--- config.mk ---
export PLATFORM = sky130hd
export DESIGN_NAME = fractal_sync_rsp_collector
export DESIGN_NICKNAME = d
export VERILOG_FILES = /design/src/rtl/fractal_sync_pkg.sv /design/src/rtl/fractal_sync_rsp_fifo.sv /design/src/rtl/fractal_sync_rsp_collector.sv
export SDC_FILE = /design/constraint.sdc
export NUM_CORES = 1
export LEC_CHECK = 0
export ABC_AREA = 1
export CORE_AREA = 10 10 89 91
export DETAILED_ROUTE_END_ITERATION = 8
export DIE_AREA = 0 0 99 101
export PLACE_DENSITY = 0.49
export SYNTH_ARGS = -nofsm -noshare
export SYNTH_HDL_FRONTEND = slang
export SYNTH_SLANG_ARGS = --single-unit
--- constraint.sdc ---
create_clock -name clk_i -period 2.3 [get_ports clk_i]
set_clock_uncertainty 0.05 [all_clocks]
set_input_delay 0.575 -clock clk_i [delete_from_list [all_inputs] [get_ports clk_i]]
set_output_delay 0.575 -clock clk_i [all_outputs]
set_load 0.005 [all_outputs]
--- src/rtl/fractal_sync_pkg.sv ---
// Shared types for the fractal sync response path: response kinds and the
// response arbiter states.
package fractal_sync_pkg;

    typedef enum logic [1:0] {
        GRANT   = 2'd0,
        ID_ERR  = 2'd1,
        OVF_ERR = 2'd2
    } rsp_kind_e;

    typedef enum logic {
        ARB_FREE = 1'b0,
        ARB_HOLD = 1'b1
    } arb_state_e;

endpackage

--- src/rtl/fractal_sync_rsp_fifo.sv ---
// Small single-clock FIFO holding buffered responses of one RF port.
// A pop in the same cycle frees a slot, so a push into a full FIFO is
// admitted when the head leaves at the same time.
module fractal_sync_rsp_fifo #(
    parameter int  DEPTH   = 2,
    parameter type entry_t = logic
) (
    input  logic   clk_i,
    input  logic   rst_i,
    input  logic   push,
    input  entry_t data,
    input  logic   pop,
    output logic   full,
    output logic   empty,
    output entry_t head
);

    localparam int PTR_W = (DEPTH > 1) ? $clog2(DEPTH) : 1;
    localparam int CNT_W = $clog2(DEPTH + 1);
    localparam logic [PTR_W-1:0] LAST     = PTR_W'(DEPTH - 1);
    localparam logic [CNT_W-1:0] FULL_CNT = CNT_W'(DEPTH);

    entry_t           mem [DEPTH];
    logic [PTR_W-1:0] rd_ptr;
    logic [PTR_W-1:0] wr_ptr;
    logic [CNT_W-1:0] count;
    logic             do_push;
    logic             do_pop;

    assign empty   = (count == '0);
    assign full    = (count == FULL_CNT);
    assign do_pop  = pop && !empty;
    assign do_push = push && (!full || do_pop);
    assign head    = mem[rd_ptr];

    // Pointer and occupancy bookkeeping; pointers wrap at DEPTH-1 so any depth works.
    always_ff @(posedge clk_i) begin
        if (rst_i) begin
            rd_ptr <= '0;
            wr_ptr <= '0;
            count  <= '0;
        end else begin
            if (do_push) begin
                wr_ptr <= (wr_ptr == LAST) ? '0 : wr_ptr + PTR_W'(1);
            end
            if (do_pop) begin
                rd_ptr <= (rd_ptr == LAST) ? '0 : rd_ptr + PTR_W'(1);
            end
            if (do_push && !do_pop) begin
                count <= count + CNT_W'(1);
            end else if (!do_push && do_pop) begin
                count <= count - CNT_W'(1);
            end
        end
    end

    // Storage write; contents need no reset because occupancy gates every read.
    always_ff @(posedge clk_i) begin
        if (do_push) begin
            mem[wr_ptr] <= data;
        end
    end

endmodule

--- src/rtl/fractal_sync_rsp_collector.sv ---
// Collects per-port RF results into per-port FIFOs and serialises them
// round-robin onto one valid/ready response channel. The RF cannot be
// stalled, so events that find their FIFO full are dropped and counted.
module fractal_sync_rsp_collector
    import fractal_sync_pkg::*;
#(
    parameter int  N_PORTS    = 2,
    parameter int  ID_WIDTH   = 1,
    parameter type element_t  = logic,
    parameter int  FIFO_DEPTH = 2,
    parameter int  CNT_WIDTH  = 8
) (
    input  logic                              clk_i,
    input  logic                              rst_i,
    input  logic [N_PORTS-1:0][ID_WIDTH-1:0]  id_i,
    input  logic [N_PORTS-1:0]                grant_i,
    input  element_t [N_PORTS-1:0]            element_i,
    input  logic [N_PORTS-1:0]                id_err_i,
    input  logic [N_PORTS-1:0]                overflow_error_i,
    output logic                              rsp_valid_o,
    input  logic                              rsp_ready_i,
    output logic [$clog2(N_PORTS)-1:0]        rsp_port_o,
    output rsp_kind_e                         rsp_kind_o,
    output logic [ID_WIDTH-1:0]               rsp_id_o,
    output element_t                          rsp_element_o,
    output logic                              drop_o,
    output logic [CNT_WIDTH-1:0]              drop_cnt_o
);

    localparam int PORT_W  = $clog2(N_PORTS);
    localparam int NDROP_W = $clog2(N_PORTS + 1);
    localparam int SUM_W   = CNT_WIDTH + NDROP_W;
    localparam logic [SUM_W-1:0] SAT = SUM_W'({CNT_WIDTH{1'b1}});

    typedef struct packed {
        rsp_kind_e           kind;
        logic [ID_WIDTH-1:0] id;
        element_t            element;
    } rsp_entry_t;

    rsp_entry_t          push_entry [N_PORTS];
    rsp_entry_t          head       [N_PORTS];
    logic [N_PORTS-1:0]  evt;
    logic [N_PORTS-1:0]  full;
    logic [N_PORTS-1:0]  empty;
    logic [N_PORTS-1:0]  pop;
    logic [N_PORTS-1:0]  drop_vec;

    arb_state_e          state;
    arb_state_e          state_next;
    logic                locked;
    logic [PORT_W-1:0]   rr_ptr;
    logic [PORT_W-1:0]   locked_idx;
    logic [PORT_W-1:0]   search_idx;
    logic [PORT_W-1:0]   cand;
    logic [PORT_W-1:0]   winner;
    logic                found;
    logic                handshake;

    logic [NDROP_W-1:0]  ndrop;
    logic [SUM_W-1:0]    drop_sum;
    logic [CNT_WIDTH-1:0] drop_cnt_next;

    // Turn each port's RF flags into one entry, id error taking precedence over overflow over grant.
    always_comb begin
        for (int p = 0; p < N_PORTS; p++) begin
            evt[p] = id_err_i[p] | overflow_error_i[p] | grant_i[p];
            if (id_err_i[p]) begin
                push_entry[p].kind = ID_ERR;
            end else if (overflow_error_i[p]) begin
                push_entry[p].kind = OVF_ERR;
            end else begin
                push_entry[p].kind = GRANT;
            end
            push_entry[p].id      = id_i[p];
            push_entry[p].element = element_i[p];
            drop_vec[p] = evt[p] && full[p] && !pop[p];
        end
    end

    for (genvar g = 0; g < N_PORTS; g++) begin : g_fifo
        fractal_sync_rsp_fifo #(
            .DEPTH   (FIFO_DEPTH),
            .entry_t (rsp_entry_t)
        ) u_fifo (
            .clk_i (clk_i),
            .rst_i (rst_i),
            .push  (evt[g]),
            .data  (push_entry[g]),
            .pop   (pop[g]),
            .full  (full[g]),
            .empty (empty[g]),
            .head  (head[g])
        );
    end

    // Find the first non-empty port at or after the round-robin pointer, wrapping.
    always_comb begin
        search_idx = rr_ptr;
        cand       = rr_ptr;
        found      = 1'b0;
        for (int i = 0; i < N_PORTS; i++) begin
            cand = PORT_W'((int'(rr_ptr) + i) % N_PORTS);
            if (!found && !empty[cand]) begin
                found      = 1'b1;
                search_idx = cand;
            end
        end
    end

    // Arbiter state register: HOLD freezes the presented winner until it is accepted.
    always_ff @(posedge clk_i) begin
        if (rst_i) begin
            state <= ARB_FREE;
        end else begin
            state <= state_next;
        end
    end

    // Enter HOLD when a response is offered but not taken; leave on handshake.
    always_comb begin
        state_next = state;
        case (state)
            ARB_FREE: if (rsp_valid_o && !rsp_ready_i) state_next = ARB_HOLD;
            ARB_HOLD: if (rsp_ready_i) state_next = ARB_FREE;
            default:  state_next = ARB_FREE;
        endcase
    end

    // Arbiter outputs: lock indication, winner selection, handshake and per-port pop.
    always_comb begin
        locked      = (state == ARB_HOLD);
        winner      = locked ? locked_idx : search_idx;
        rsp_valid_o = |(~empty);
        handshake   = rsp_valid_o && rsp_ready_i;
        for (int p = 0; p < N_PORTS; p++) begin
            pop[p] = handshake && (winner == PORT_W'(p));
        end
    end

    // Remember which port was presented when the consumer first stalled.
    always_ff @(posedge clk_i) begin
        if (rst_i) begin
            locked_idx <= '0;
        end else if (!locked && rsp_valid_o && !rsp_ready_i) begin
            locked_idx <= search_idx;
        end
    end

    // Advance the round-robin pointer past the winner only when a response is accepted.
    always_ff @(posedge clk_i) begin
        if (rst_i) begin
            rr_ptr <= '0;
        end else if (handshake) begin
            rr_ptr <= (winner == PORT_W'(N_PORTS - 1)) ? '0 : winner + PORT_W'(1);
        end
    end

    // Present the winner's head; drive zeros while nothing is buffered.
    always_comb begin
        rsp_port_o    = '0;
        rsp_kind_o    = GRANT;
        rsp_id_o      = '0;
        rsp_element_o = '0;
        if (rsp_valid_o) begin
            rsp_port_o    = winner;
            rsp_kind_o    = head[winner].kind;
            rsp_id_o      = head[winner].id;
            rsp_element_o = head[winner].element;
        end
    end

    // Sum this cycle's dropped ports and saturate the running total.
    always_comb begin
        ndrop = '0;
        for (int p = 0; p < N_PORTS; p++) begin
            ndrop = ndrop + NDROP_W'(drop_vec[p]);
        end
        drop_sum      = SUM_W'(drop_cnt_o) + SUM_W'(ndrop);
        drop_cnt_next = (drop_sum > SAT) ? '1 : drop_sum[CNT_WIDTH-1:0];
    end

    // Register the drop pulse and counter so no RF input reaches an output combinationally.
    always_ff @(posedge clk_i) begin
        if (rst_i) begin
            drop_o     <= 1'b0;
            drop_cnt_o <= '0;
        end else begin
            drop_o     <= |drop_vec;
            drop_cnt_o <= drop_cnt_next;
        end
    end

endmodule

After elaboration in Yosys (flattened, before gate mapping)
Memory sizes are Yosys's and may differ from the RTL's. A register that Yosys moved wholly into a read port is not among the register bits.
Cells that the tools add are included.
{ "totals": {"reg_bits": 20, "ram_bits": 16, "input_bits": 13, "out_inout_bits": 15, "wordCells": 117, "n_memories": 2} }
{ "classes": {"n_addsub": 12, "order_cmp": 4, "n_eq_ne": 2, "n_mux": 38, "bitwise_logic": 8, "n_reduce_logical": 40} }
{ "memory_table": {"columns": ["name", "words", "width", "read_ports", "rd_clocked_by_memory_dff", "write_ports", "line", "text"], "rows": [
  ["g_fifo[0].u_fifo.mem", 2, 4, 1, 1, 1, "fractal_sync_rsp_fifo.sv:23", "entry_t mem [DEPTH];"],
  ["g_fifo[1].u_fifo.mem", 2, 4, 1, 1, 1, "fractal_sync_rsp_fifo.sv:23", null]
]} }
{ "op_table": {"columns": ["cell", "count"], "rows": [
  ["$mux 1", 24],
  ["$logic_and 1x1->1", 19],
  ["$mux 2", 9],
  ["$logic_not 1->1", 13],
  ["$mux 4", 3],
  ["$add 8x2->9", 1],
  ["$gt 9x8->1 const B", 1],
  ["$mux 8", 1],
  ["$add 1x1->1 const B", 6],
  ["$add 2x1->2 const B", 2],
  ["$eq 2x2->1 const B", 2],
  ["$logic_not 2->1", 2],
  ["$lt 1x2->1 const B", 2],
  ["$or 1x1->1", 4],
  ["$reduce_bool 2->1", 2],
  ["$reduce_or 2->1", 2],
  ["$sub 2x1->2 const B", 2],
  ["$add 1x1->2", 1],
  ["$ge 2x2->1 const B", 1],
  ["$logic_or 1x1->1", 2],
  ["$not 1->1", 2],
  ["$not 1->2", 1],
  ["$not 2->2", 1],
  ["$pmux 1 s2", 1]
]} }

Logic depth before layout (Yosys ltp)
Gate-level depths: netlist (run 1).
{ "depth": {"ltp_word": 16, "depth_mapped": 15, "ltp_nobuf": 15} }

By module
From an unflattened synthesis (run 1), not the netlist that was laid out.
{ "hier_totals": {"hier_cells": 209, "hier_area_um2": 1804.2} }
{ "by_module_without_submodules": {"columns": ["mod", "n_inst", "cells_per_inst", "area_per_inst_um2", "seq_area_each_um2"], "rows": [
  ["fractal_sync_rsp_fifo", 2, 52, 553.0, 340.3],
  ["fractal_sync_rsp_collector", 1, 105, 698.2, 240.2]
]} }

Worst setup path before layout (run 1)
No wires, ideal clock.
{ "synth_timing": {"path_type": "register to register", "from": "reg g_fifo[0].u_fifo.count[0]", "to": "reg drop_cnt_o[5]", "setup_ns": 0.071, "t_arrival_ns": 2.218, "required_time_ns": 2.179, "slack_ns": -0.038, "path_stages_with_launch": 16, "n_path_buf": 0, "period_less_slack_ns": 2.338, "cell_sequence": "dfxtp_1 -> nor2_4 -> inv_4 -> nor2_8 -> nor2_8 -> nand3_2 -> nand3_1 -> fa_1 -> inv_1 -> ha_1 -> nand2_1 -> inv_1 -> nand4_1 -> nor2_1 -> nand2_1 -> a21oi_1"} }
{ "synth_between": {"elab_chain_len": 15, "elab_cells_between_ends": 25, "cone_classes": "2 x add/sub; 1 x order compare; 1 x eq/ne; 7 x mux; 2 x bitwise; 12 x reduce/logical"} }
{ "synth_rtl": {"columns": ["element", "line", "text"], "rows": [
  ["start, declared", "fractal_sync_rsp_fifo.sv:26", "logic [CNT_W-1:0] count;"],
  ["start signal, assigned", "fractal_sync_rsp_fifo.sv:50", "count <= count + CNT_W'(1);"],
  ["start signal, assigned", "fractal_sync_rsp_fifo.sv:52", "count <= count - CNT_W'(1);"],
  ["$logic_not 2->1", "fractal_sync_rsp_fifo.sv:30", "assign empty = (count == '0);"],
  ["$mux 1 (not written as such) (2 in series)", "fractal_sync_rsp_collector.sv:104", "if (!found && !empty[cand]) begin"],
  ["$logic_not 1->1", "fractal_sync_rsp_collector.sv:104", null],
  ["$logic_and 1x1->1", "fractal_sync_rsp_collector.sv:104", null],
  ["$mux 1", "fractal_sync_rsp_collector.sv:104", null],
  ["$mux 1", "fractal_sync_rsp_collector.sv:133", "winner = locked ? locked_idx : search_idx;"],
  ["$not 1->1", "fractal_sync_rsp_collector.sv:137", "pop[p] = handshake && (winner == PORT_W'(p));"],
  ["$logic_and 1x1->1", "fractal_sync_rsp_collector.sv:137", null],
  ["$logic_not 1->1", "fractal_sync_rsp_collector.sv:77", "drop_vec[p] = evt[p] && full[p] && !pop[p];"],
  ["$logic_and 1x1->1", "fractal_sync_rsp_collector.sv:77", null],
  ["$add 1x1->2 (*)", "fractal_sync_rsp_collector.sv:177", "ndrop = ndrop + NDROP_W'(drop_vec[p]);"],
  ["$add 8x2->9 (*)", "fractal_sync_rsp_collector.sv:179", "drop_sum = SUM_W'(drop_cnt_o) + SUM_W'(ndrop);"],
  ["$gt 9x8->1", "fractal_sync_rsp_collector.sv:180", "drop_cnt_next = (drop_sum > SAT) ? '1 : drop_sum[CNT_WIDTH-1:0];"],
  ["$mux 8 (*)", "fractal_sync_rsp_collector.sv:180", null],
  ["end signal, assigned", "fractal_sync_rsp_collector.sv:190", "drop_cnt_o <= drop_cnt_next;"],
  ["end, declared", "fractal_sync_rsp_collector.sv:27", "output logic [CNT_WIDTH-1:0] drop_cnt_o"]
]} }
Mark *: on every way between the ends. The rest lies on a longest branch, timed or not. The select of a mux whose other input is x is not followed.
A chain may end at the register's enable or synchronous reset.

Worst setup path after layout (run 1)
{ "layout_timing": {"from": "in grant_i[0]", "to": "reg drop_cnt_o[7]"} }
{ "layout_between": {"elab_chain_len": 7} }
{ "layout_rtl": {"columns": ["element", "line", "text"], "rows": [
  ["start, declared", "fractal_sync_rsp_collector.sv:16", "input logic [N_PORTS-1:0] grant_i,"],
  ["$or 1x1->1 (*)", "fractal_sync_rsp_collector.sv:67", "evt[p] = id_err_i[p] | overflow_error_i[p] | grant_i[p];"],
  ["$logic_and 1x1->1 (*) (2 in series)", "fractal_sync_rsp_collector.sv:77", null],
  ["$add 1x1->2 (*)", "fractal_sync_rsp_collector.sv:177", null],
  ["$add 8x2->9 (*)", "fractal_sync_rsp_collector.sv:179", null],
  ["$gt 9x8->1", "fractal_sync_rsp_collector.sv:180", null],
  ["$mux 8 (*)", "fractal_sync_rsp_collector.sv:180", null]
]} }
Mark *: on every way between the ends. The rest lies on a longest branch, timed or not.

==> impl_metrics.py, run 1 <==
metrics = {
    "grt": {
        "antenna_found_initial": 0,
        "grt_max_degree": 14,
        "grtUsageTotal": 0.0820,
        "grt_pass1_vias": 1473,
        "grt_first_pass_wirelength_um": 6780,
        "grt-ovfl-total": 0,
    },
    "power": {
        "power_frac_clock": 0.205,
        "p_per_area_nw_per_um2": 1210,
        "p_seq_frac": 0.302,
        "finalPower_w": 0.00333,
        "p_sw_w": 0.00114,
        "p_int_w": 0.00219,
        "peakVddDrop_v": 0.000465,
        "swShare": 0.342,
        "leakage_nw": 1.16,
        "combPwrFrac": 0.493,
    },
    "setup_path": {
        "required_ps": 2480,
        "reg2reg_from": "g_fifo[0].u_fifo.count[0]",
        "critical_path_class": "in -> reg",
        "cp_data_arrival_time_ps": 2540,
        "r2r-end": "drop_cnt_o[7]",
        "r2r_cells": 17,
        "worstPathCellList": "clkdlybuf4s50_1 > nor3_2 > inv_2 > nand3_4 > fa_2 > inv_2 > ha_4 > nand2_2 > inv_2 > nand4_1 > nor2_2 > buf_4 > nor3_2 > nor2_1",
        "cp_common_cell": "inv_2",
        "cp-start-kind": "input pin",
        "critPathCaptureType": "flop",
        "startpoint": "grant_i[0]",
        "cpPeakStageDelay_ps": 470,
        "slowest_stage": "clkdlybuf4s50_1",
        "cp_max_fo": 2,
        "ff2ff_setup_slack_ps": -40,
    },
    "yosys": {
        "ys.flop_type": "dfxtp_1",
        "synth_compound_area_frac": 0.0863,
        "yosys.area_share.simple": 0.214,
        "synth_area_leader_cell": "edfxtp_1",
        "yosysTopAreaCellShare": 0.269,
        "yosys.area_share.adder": 0.0323,
        "yosysMostFrequentCell": "inv_1",
        "synth_edf_count": 16,
        "synth_area_leaders": "edfxtp_1 (27%), dfxtp_1 (25%), inv_1 (5.5%)",
        "synth_top_family_by_area": "simple AND/OR/NAND/NOR gates",
        "synthXorXnorAreaFrac": 0.0295,
        "yosys_warnings": 0,
        "synth_nets": 202,
        "yosys-top-cells-count": "inv_1 (26), nor2_1 (25), dfxtp_1 (22), nand2_1 (17), edfxtp_1 (16)",
        "syn_area_um2": 1780,
        "syn_inst": 185,
        "ys_seq_area_frac": 0.516,
        "async_reset_ff_frac": 0,
        "syn_area_per_cell_um2": 9.64,
        "yosysUniqueCellTypes": 32,
        "synth.area.mux_share": 0.0477,
        "ys_ff_latch": 38,
    },
    "floorplanning": {
        "chipWidth_um": 99,
        "core_area_um2": 6200,
        "initial_core_util": 0.288,
        "die_area_um2": 10000,
        "ioPinCount": 28,
        "die-height_um": 101,
        "rows": 29,
    },
    "layout": {
        "fillers": 617,
        "final_cells": 338,
        "multi_input_comb_area_um2": 860,
        "layout.nets": 277,
        "antenna_cells": 0,
        "finalInstanceArea_um2": 2740,
        "drive_gt1_frac": 0.402,
        "regArea_um2": 930,
        "area_growth_pct": 53.6,
    },
    "routing": {
        "drt_pass1_iterations": 6,
        "drt_wl_total_um": 4130,
        "drc": 0,
        "wl_per_cell_um": 12.2,
        "num_vias": 1447,
        "dr.first_iter.drc_count": 40,
        "ant_nets": 0,
        "via_per_inst": 4.28,
    },
    "place": {
        "placed_cells": 319,
        "dpl.hpwl_um": 2970,
        "place_area_um2": 2390,
        "gp_congestion": 0.697,
        "port_buffers": 27,
    },
    "clocking": {
        "cts_tree": "yes",
        "cts.clk_slew.worst_paths_ps": 80,
        "clk_latency_ps": 290,
        "cts_made_buffers": 5,
        "cts-root-buf": "clkbuf_8",
        "h-tree-depth": 2,
        "cts_sinks": 38,
        "clockBufferDepth": 2,
    },
    "sta": {
        "min_period_ps": 2360,
        "hold_viol_final": 0,
        "clock.fmax_mhz": 424,
        "setup_viol": 9,
        "rsz0062_at_grt": "true",
        "worst_slack_ps": -57.4,
        "final_max_slew_viol_count": 0,
        "max-slew-margin-rel": 0.686,
        "fin_tns_setup_ps": -334,
        "max_slew.worst_pin.slew_ps": 471,
        "fin_crit_sh": 1.02,
    },
    "hold_path": {
        "worstHoldStart": "g_fifo[1].u_fifo.wr_ptr",
        "worstHoldEndpoint": "g_fifo[1].u_fifo.wr_ptr",
        "hold_path_depth": 2,
        "hold_path_class": "reg -> reg",
    },
    "run_status": {
        "status": "complete, but fails checks",
        "violations": "setup timing",
    },
    "flow_run": {
        "max-cap-violations": 0,
    },
}
==> kinds of logic (layout without fill, tap and decap cells) <==
kind of cell               count (synthesis)  count (layout)
AOI/OAI and AO/OA                         28              28
xor gates and xnor gates                   6               6
adders and majority gates                  4               4
buffers and inverters                     32             108
DFF                                       38              38
muxes                                      8               8
and+or+nand+nor                           69              69
==> what timing repair did <==
item,CTS,global route
gates resized for setup,28,23
setup endpoints to repair,15,14
setup buffers,7,4
hold buffers,0,0
pin swaps,9,12
==> worst max-delay path: cells and delay by family <==
| kind | cells | cell delay [ps] |
|---|---|---|
| adders and majority gates | 2 | 500 |
| and+or+nand+nor | 7 | 620 |
| buffers and inverters | 5 | 830 |
==> registers in the layout, indices dropped and copies added, names as in the netlist, named ones only <==
| name | flops |
|---|---|
| g_fifo.u_fifo.mem | 16 |
| drop_cnt_o | 8 |
| g_fifo.u_fifo.count | 4 |
| g_fifo.u_fifo.rd_ptr | 2 |
| g_fifo.u_fifo.wr_ptr | 2 |
| drop_o | 1 |
| locked | 1 |
| locked_idx | 1 |
| rr_ptr | 1 |
==> metal layers <==
| layer | global-route usage | vias up | part of all wire |
|---|---|---|---|
| li1 | - | 755 | - |
| met1 | 0.0982 | 669 | 0.47 |
| met2 | 0.133 | 21 | 0.47 |
| met3 | 0.0336 | 2 | 0.055 |
| met4 | 0.0198 | 0 | 0.0036 |
| met5 | 0 | - | 0 |
==> layout make-up <==
| class | instances | share of cell area |
|---|---|---|
| Multi-Input combinational cell | 115 | 0.314 |
| Clock inverter | 3 | 0.0251 |
| Timing Repair Buffer | 71 | 0.219 |
| Clock buffer | 5 | 0.0251 |
| Sequential cell | 38 | 0.339 |
| Inverter | 29 | 0.0429 |
| Tap cell | 77 | 0.0352 |
==> power by group through the flow <==
stage	Combinational, W	Sequential [W]	Clock [W]
5_1_grt	0.00182	0.00103	0.000728
3_3_place_gp	0.00147	0.000999	0
6_report	0.00164	0.00101	0.000683
4_1_cts	0.00154	0.000996	0.000696
3_5_place_dp	0.00147	0.00100	0
2_1_floorplan	0.000783	0.000985	0
==> stage by stage <==
stage,util,worst slack [ps],hold slack [ps]
after CTS,0.422,-4.12,465
after global placement,0.385,-555,448
after floorplan,-,3.44,420
after detailed placement,0.385,-622,450
after global routing,0.442,-212,535
final,0.442,-57.4,484
==> how the worst max path moves through the flow <==
| stage | slack (ps) | end |
|---|---|---|
| 6_report | -60 | drop_cnt_o[7] |
| 5_1_grt | -210 | drop_cnt_o[7] |
| 4_1_cts | -4 | drop_cnt_o[0] |
| 3_5_place_dp | -620 | drop_cnt_o[4] |
| 3_3_place_gp | -560 | drop_cnt_o[5] |
| 2_1_floorplan | 3 | drop_cnt_o[5] |
==> cells in the final DEF (no fill, tap or decap), drive strengths merged <==
cell	count
o21ai	7
clkdlybuf4s50	16
dlygate4sd2	9
o211ai	1
buf	44
a21oi	15
dfxtp	22
mux2i	4
a211oi	4
nand4	2
bufinv	2
edfxtp	16
a31oi	1
clkdlybuf4s15	2
nor3	4
or2	1
nand2	24
nor2	28
mux2	4
inv	28
nand3	9
ha	3
clkinvlp	1
xor2	4
clkbuf	5
nand3b	1
fa	1
xnor2	2
clkinv	1
Note: power is estimated with default switching activity, not from simulation.
==> run 2: changes to the inputs <==
- SETUP_SLACK_MARGIN: default -> 0.05
==> run 2 against run 1 <==
  * The flow now finishes without violations
  * Wire length decreased by 5.4%
  * Final cell count decreased by 1.8%
  * Sequential cell count unchanged
  * Critical path depth decreased by 5
  * Critical path type is now reg -> out
  * Count of clock-buffer cells in the layout unchanged
  * Largest power group unchanged
==> impl_metrics.py, run 2 (synthesis results as in run 1) <==
metrics = {
    "sta": {
        "rsz0062_at_grt": "true",
        "setup_viol": 0,
        "fin_tns_setup_ps": 0,
        "min_period_ps": 2290,
        "clock.fmax_mhz": 437,
        "hold_viol_final": 0,
        "max-slew-margin-rel": 0.714,
        "fin_crit_sh": 0.995,
        "final_max_slew_viol_count": 0,
        "max_slew.worst_pin.slew_ps": 428,
    },
    "grt": {
        "grt_first_pass_wirelength_um": 6690,
        "grt_pass1_vias": 1456,
        "grt_max_degree": 13,
        "antenna_found_initial": 0,
        "grt-ovfl-total": 0,
        "grtUsageTotal": 0.0822,
    },
    "hold_path": {
        "worstHoldStart": "g_fifo[1].u_fifo.count[1]",
        "hold_path_depth": 2,
        "worstHoldEndpoint": "g_fifo[1].u_fifo.count[1]",
        "hold_path_class": "reg -> reg",
    },
    "routing": {
        "ant_nets": 0,
        "via_per_inst": 4.31,
        "drt_wl_total_um": 3910,
        "drc": 0,
        "wl_per_cell_um": 11.8,
        "num_vias": 1430,
        "dr.first_iter.drc_count": 48,
        "drt_pass1_iterations": 4,
    },
    "power": {
        "combPwrFrac": 0.528,
        "power_frac_clock": 0.144,
        "p_per_area_nw_per_um2": 1160,
        "p_sw_w": 0.00114,
        "p_int_w": 0.00193,
        "peakVddDrop_v": 0.000357,
        "finalPower_w": 0.00306,
        "leakage_nw": 1.10,
        "p_seq_frac": 0.328,
        "swShare": 0.371,
    },
    "clocking": {
        "cts.clk_slew.worst_paths_ps": 80,
        "cts-root-buf": "clkbuf_8",
        "cts_made_buffers": 5,
        "clockBufferDepth": 2,
        "clk_latency_ps": 280,
        "cts_sinks": 38,
        "h-tree-depth": 2,
        "cts_tree": "yes",
        "postCtsHoldBufs": 0,
    },
    "layout": {
        "area_growth_pct": 47.5,
        "drive_gt1_frac": 0.412,
        "largestRegisters": "g_fifo.u_fifo.mem x16, drop_cnt_o x8, g_fifo.u_fifo.count x4",
        "layout.nets": 271,
        "regMostFlops": "g_fifo.u_fifo.mem",
        "layout_commonest_cell": "buf_4",
        "antenna_cells": 0,
        "final_cell_mix": "buf_4 (37), inv_1 (23), nor2_1 (23)",
        "final_core_util": 0.424,
        "largest_reg_flops": 16,
    },
    "place": {
        "port_buffers": 27,
        "gp_congestion": 0.772,
        "dpl.hpwl_um": 2890,
    },
    "setup_path": {
        "ff2ff_setup_slack_ps": 30,
        "cp_max_fo": 8,
        "critPathCaptureType": "primary output",
        "reg2reg_from": "g_fifo[0].u_fifo.count[0]",
        "r2r_cells": 16,
        "critical_path_class": "reg -> out",
        "cp_data_arrival_time_ps": 1660,
        "startpoint": "g_fifo[0].u_fifo.count[0]",
        "r2r-end": "drop_cnt_o[7]",
        "cp-start-kind": "flop",
        "required_ps": 1670,
    },
    "flow_run": {
        "max-cap-violations": 0,
    },
    "floorplanning": {
        "rows": 29,
        "chipWidth_um": 99,
        "initial_core_util": 0.288,
        "die_area_um2": 10000,
        "die-height_um": 101,
        "core_area_um2": 6200,
        "ioPinCount": 28,
    },
    "run_status": {
        "status": "completed",
    },
}
## run 2: what timing repair did
item | in CTS | in global routing
buffers inserted | 7 | 2
gates resized for setup | 46 | 18
endpoints found under the setup margin | 16 | 14
pin swaps | 11 | 11
## run 2: per-layer routing
metal,GRT usage,wire [um]
met4,0.0397,50
met2,0.134,1970
met5,0,0
met1,0.0951,1740
met3,0.0267,142
## run 2: power groups by stage
stage / logic [W] / clock network [W] / registers [W]
floorplan: 0.000789 / 0 / 0.000985
global placement: 0.00144 / 0 / 0.000999
detailed placement: 0.00144 / 0 / 0.00100
CTS: 0.00157 / 0.000459 / 0.00100
global route: 0.00180 / 0.000501 / 0.00103
finish: 0.00162 / 0.000441 / 0.00100
## run 2: how the worst max path moves through the flow
stage / to / slack, ps
after global routing: drop_cnt_o[7] / -150
after CTS: rsp_kind_o[1] / 50
after floorplan: drop_cnt_o[5] / 70
after detailed placement: drop_cnt_o[5] / -520
final: rsp_id_o / 10
after global placement: drop_cnt_o[5] / -490
## run 2: worst max-delay path: stages (launching register included)
cell and delay, ps:
dfxtp_4 360, nor2_4 140, nand2_2 80, nand2_2 80, nand3_4 80, buf_4 150, nand2_4 100, nor2_1 50
a211oi_1 170, buf_2 160
## run 2: layout make-up
cell class / count / area (um^2)
Clock buffer: 5 / 68.8
Clock inverter: 3 / 16.3
Fill cell: 627 / 3570
Inverter: 29 / 118
Multi-Input combinational cell: 115 / 880
Sequential cell: 38 / 930
Tap cell: 77 / 96.3
Timing Repair Buffer: 65 / 524
## run 2: stage by stage
stage,hold WS [ps],instance area (um^2),setup WS [ps],cells
floorplan,420,1800,73.8,185
global route,506,2630,-152,332
CTS,465,2580,47.6,330
global placement,444,2370,-488,316
finish,465,2630,11.1,332
detailed placement,447,2370,-525,316
==> run 3: changes to the inputs <==
- CORE_AREA: 10 10 89 91 -> 10 10 121 68
- DIE_AREA: 0 0 99 101 -> 0 0 131 78
==> run 3 against run 2 <==
  * The run now ends with setup timing left
  * Final cell count rose by 7.5%
  * Combinational power rose by 7%
  * Register-to-register slack got worse by 60 ps
  * Sequential share of layout area fell by 1.9 points
  * Sequential cell count did not move
  * Critical endpoint is now drop_cnt_o[0]
  * Sequential power barely moved
==> impl_metrics.py, run 3 (synthesis results as in run 1) <==
metrics = {
    "run_status": {
        "status": "complete, but fails checks",
        "violations": "setup timing",
    },
    "grt": {
        "grt_max_degree": 13,
        "grtUsageTotal": 0.0919,
        "antenna_found_initial": 0,
        "grt_first_pass_wirelength_um": 7340,
        "grt-ovfl-total": 0,
        "grt_pass1_vias": 1480,
    },
    "clocking": {
        "cts-root-buf": "clkbuf_16",
        "cts.clk_slew.worst_paths_ps": 60,
        "clockBufferDepth": 2,
        "cts_tree": "yes",
        "cts_sinks": 38,
        "cts_made_buffers": 5,
        "h-tree-depth": 2,
        "clk_latency_ps": 280,
    },
    "routing": {
        "num_vias": 1475,
        "drc": 0,
        "drt_wl_total_um": 4470,
        "dr.first_iter.drc_count": 53,
        "wl_per_cell_um": 12.5,
        "via_per_inst": 4.13,
        "drt_pass1_iterations": 4,
        "ant_nets": 0,
    },
    "floorplanning": {
        "die-height_um": 78,
        "initial_core_util": 0.282,
        "core_area_um2": 6330,
        "chipWidth_um": 131,
        "rows": 21,
        "ioPinCount": 28,
        "die_area_um2": 10200,
    },
    "sta": {
        "worst_slack_ps": -30.9,
        "final_max_slew_viol_count": 0,
        "max-slew-margin-rel": 0.656,
        "hold_slack_ps": 472,
        "clock.fmax_mhz": 429,
        "fin_crit_sh": 1.01,
        "min_period_ps": 2330,
        "rsz0062_at_grt": "true",
        "setup_viol": 5,
        "hold_viol_final": 0,
        "max_slew.worst_pin.slew_ps": 516,
    },
    "layout": {
        "final_cell_mix": "buf_4 (47), inv_1 (23), nor2_1 (21)",
        "area_growth_pct": 55.6,
        "layout.nets": 281,
        "antenna_cells": 0,
        "final_core_util": 0.438,
        "fillers": 602,
        "largestRegisters": "g_fifo.u_fifo.mem x16, drop_cnt_o x8, g_fifo.u_fifo.count x4",
        "finalInstanceArea_um2": 2780,
        "largest_reg_flops": 16,
        "layout_commonest_cell": "buf_4",
        "drive_gt1_frac": 0.438,
        "regMostFlops": "g_fifo.u_fifo.mem",
    },
    "hold_path": {
        "hold_path_class": "reg -> reg",
    },
    "place": {
        "place_area_um2": 2380,
        "port_buffers": 27,
        "dpl.hpwl_um": 3220,
        "gp_congestion": 0.771,
    },
    "setup_path": {
        "critPathCaptureType": "flop",
        "cpPeakStageDelay_ps": 380,
        "worstPathCellList": "nor2_4 > nand2_2 > nand2_2 > nand3_4 > nand3_4 > nand3_4 > fa_2 > inv_2 > ha_4 > nand2_2 > inv_2 > nand4_1 > nor2_2 > nand2_4 > a21oi_2",
        "critical_path_class": "reg -> reg",
        "cp-start-kind": "flop",
        "cp_data_arrival_time_ps": 2490,
        "slowest_stage": "fa_2",
        "cp_max_fo": 6,
        "required_ps": 2460,
    },
    "power": {
        "p_per_area_nw_per_um2": 1230,
        "leakage_nw": 1.17,
        "peakVddDrop_v": 0.000422,
    },
    "flow_run": {
        "max-cap-violations": 0,
    },
}
-- run 3: power breakdown --
group	switching (W)	internal (W)	total [W]
Clock	0.000260	0.000395	0.000655
Combinational	0.000846	0.000894	0.00174
Sequential	0.000107	0.000902	0.00101
-- run 3: area by class of cell --
type,instances,area (um^2),area share
sequential,38,927,0.334
multi-input combinational,115,882,0.318
timing repair buffer,75,596,0.215
clock buffer,5,125,0.0451
inverter,29,115,0.0415
tap,92,115,0.0415
clock inverter,3,16.3,0.00586
-- run 3: metal layers --
metal,GRT usage,wire (um)
met5,0,0
met4,0.0210,45
met3,0.0360,222
met2,0.132,1880
met1,0.126,2330
-- run 3: path summary, 6_finish.rpt --
| path | start | to | slack (ps) | depth (start not counted) |
|---|---|---|---|---|
| setup / recovery | g_fifo[0].u_fifo.count[0] | drop_cnt_o[0] | -30 | 15 |
| hold / removal | g_fifo[0].u_fifo.rd_ptr | flop | 470 | 3 |
| setup reg to reg | g_fifo[0].u_fifo.count[0] | drop_cnt_o[0] | -30 | 15 |
| hold reg to reg | g_fifo[0].u_fifo.rd_ptr | flop | 470 | 3 |
-- run 3: repair_timing --
action	4_1_cts	5_1_grt
hold buffers	0	0
endpoints found under the setup margin	16	14
setup buffers	15	4
pin swaps	11	9
gates resized for setup	44	23
cloned	0	0
-- run 3: per-stage QoR --
step	setup TNS, ps	total power, W	setup WS (ps)	cells
after global routing	-1400	0.00366	-172	357
after floorplan	0	0.00177	73.8	185
after CTS	-13.8	0.00333	-13.8	353
after global placement	-6690	0.00246	-502	330
after detailed placement	-7760	0.00246	-597	330
final	-60.5	0.00340	-30.9	357
-- run 3: worst max-delay path, delay by kind of cell, from the launching register on --
| family | cells | cell delay [ps] |
|---|---|---|
| flops | 1 | 360 |
| fa+ha+maj | 2 | 500 |
| compound gates | 1 | 160 |
| simple gates | 10 | 1050 |
| buf+inv | 2 | 120 |
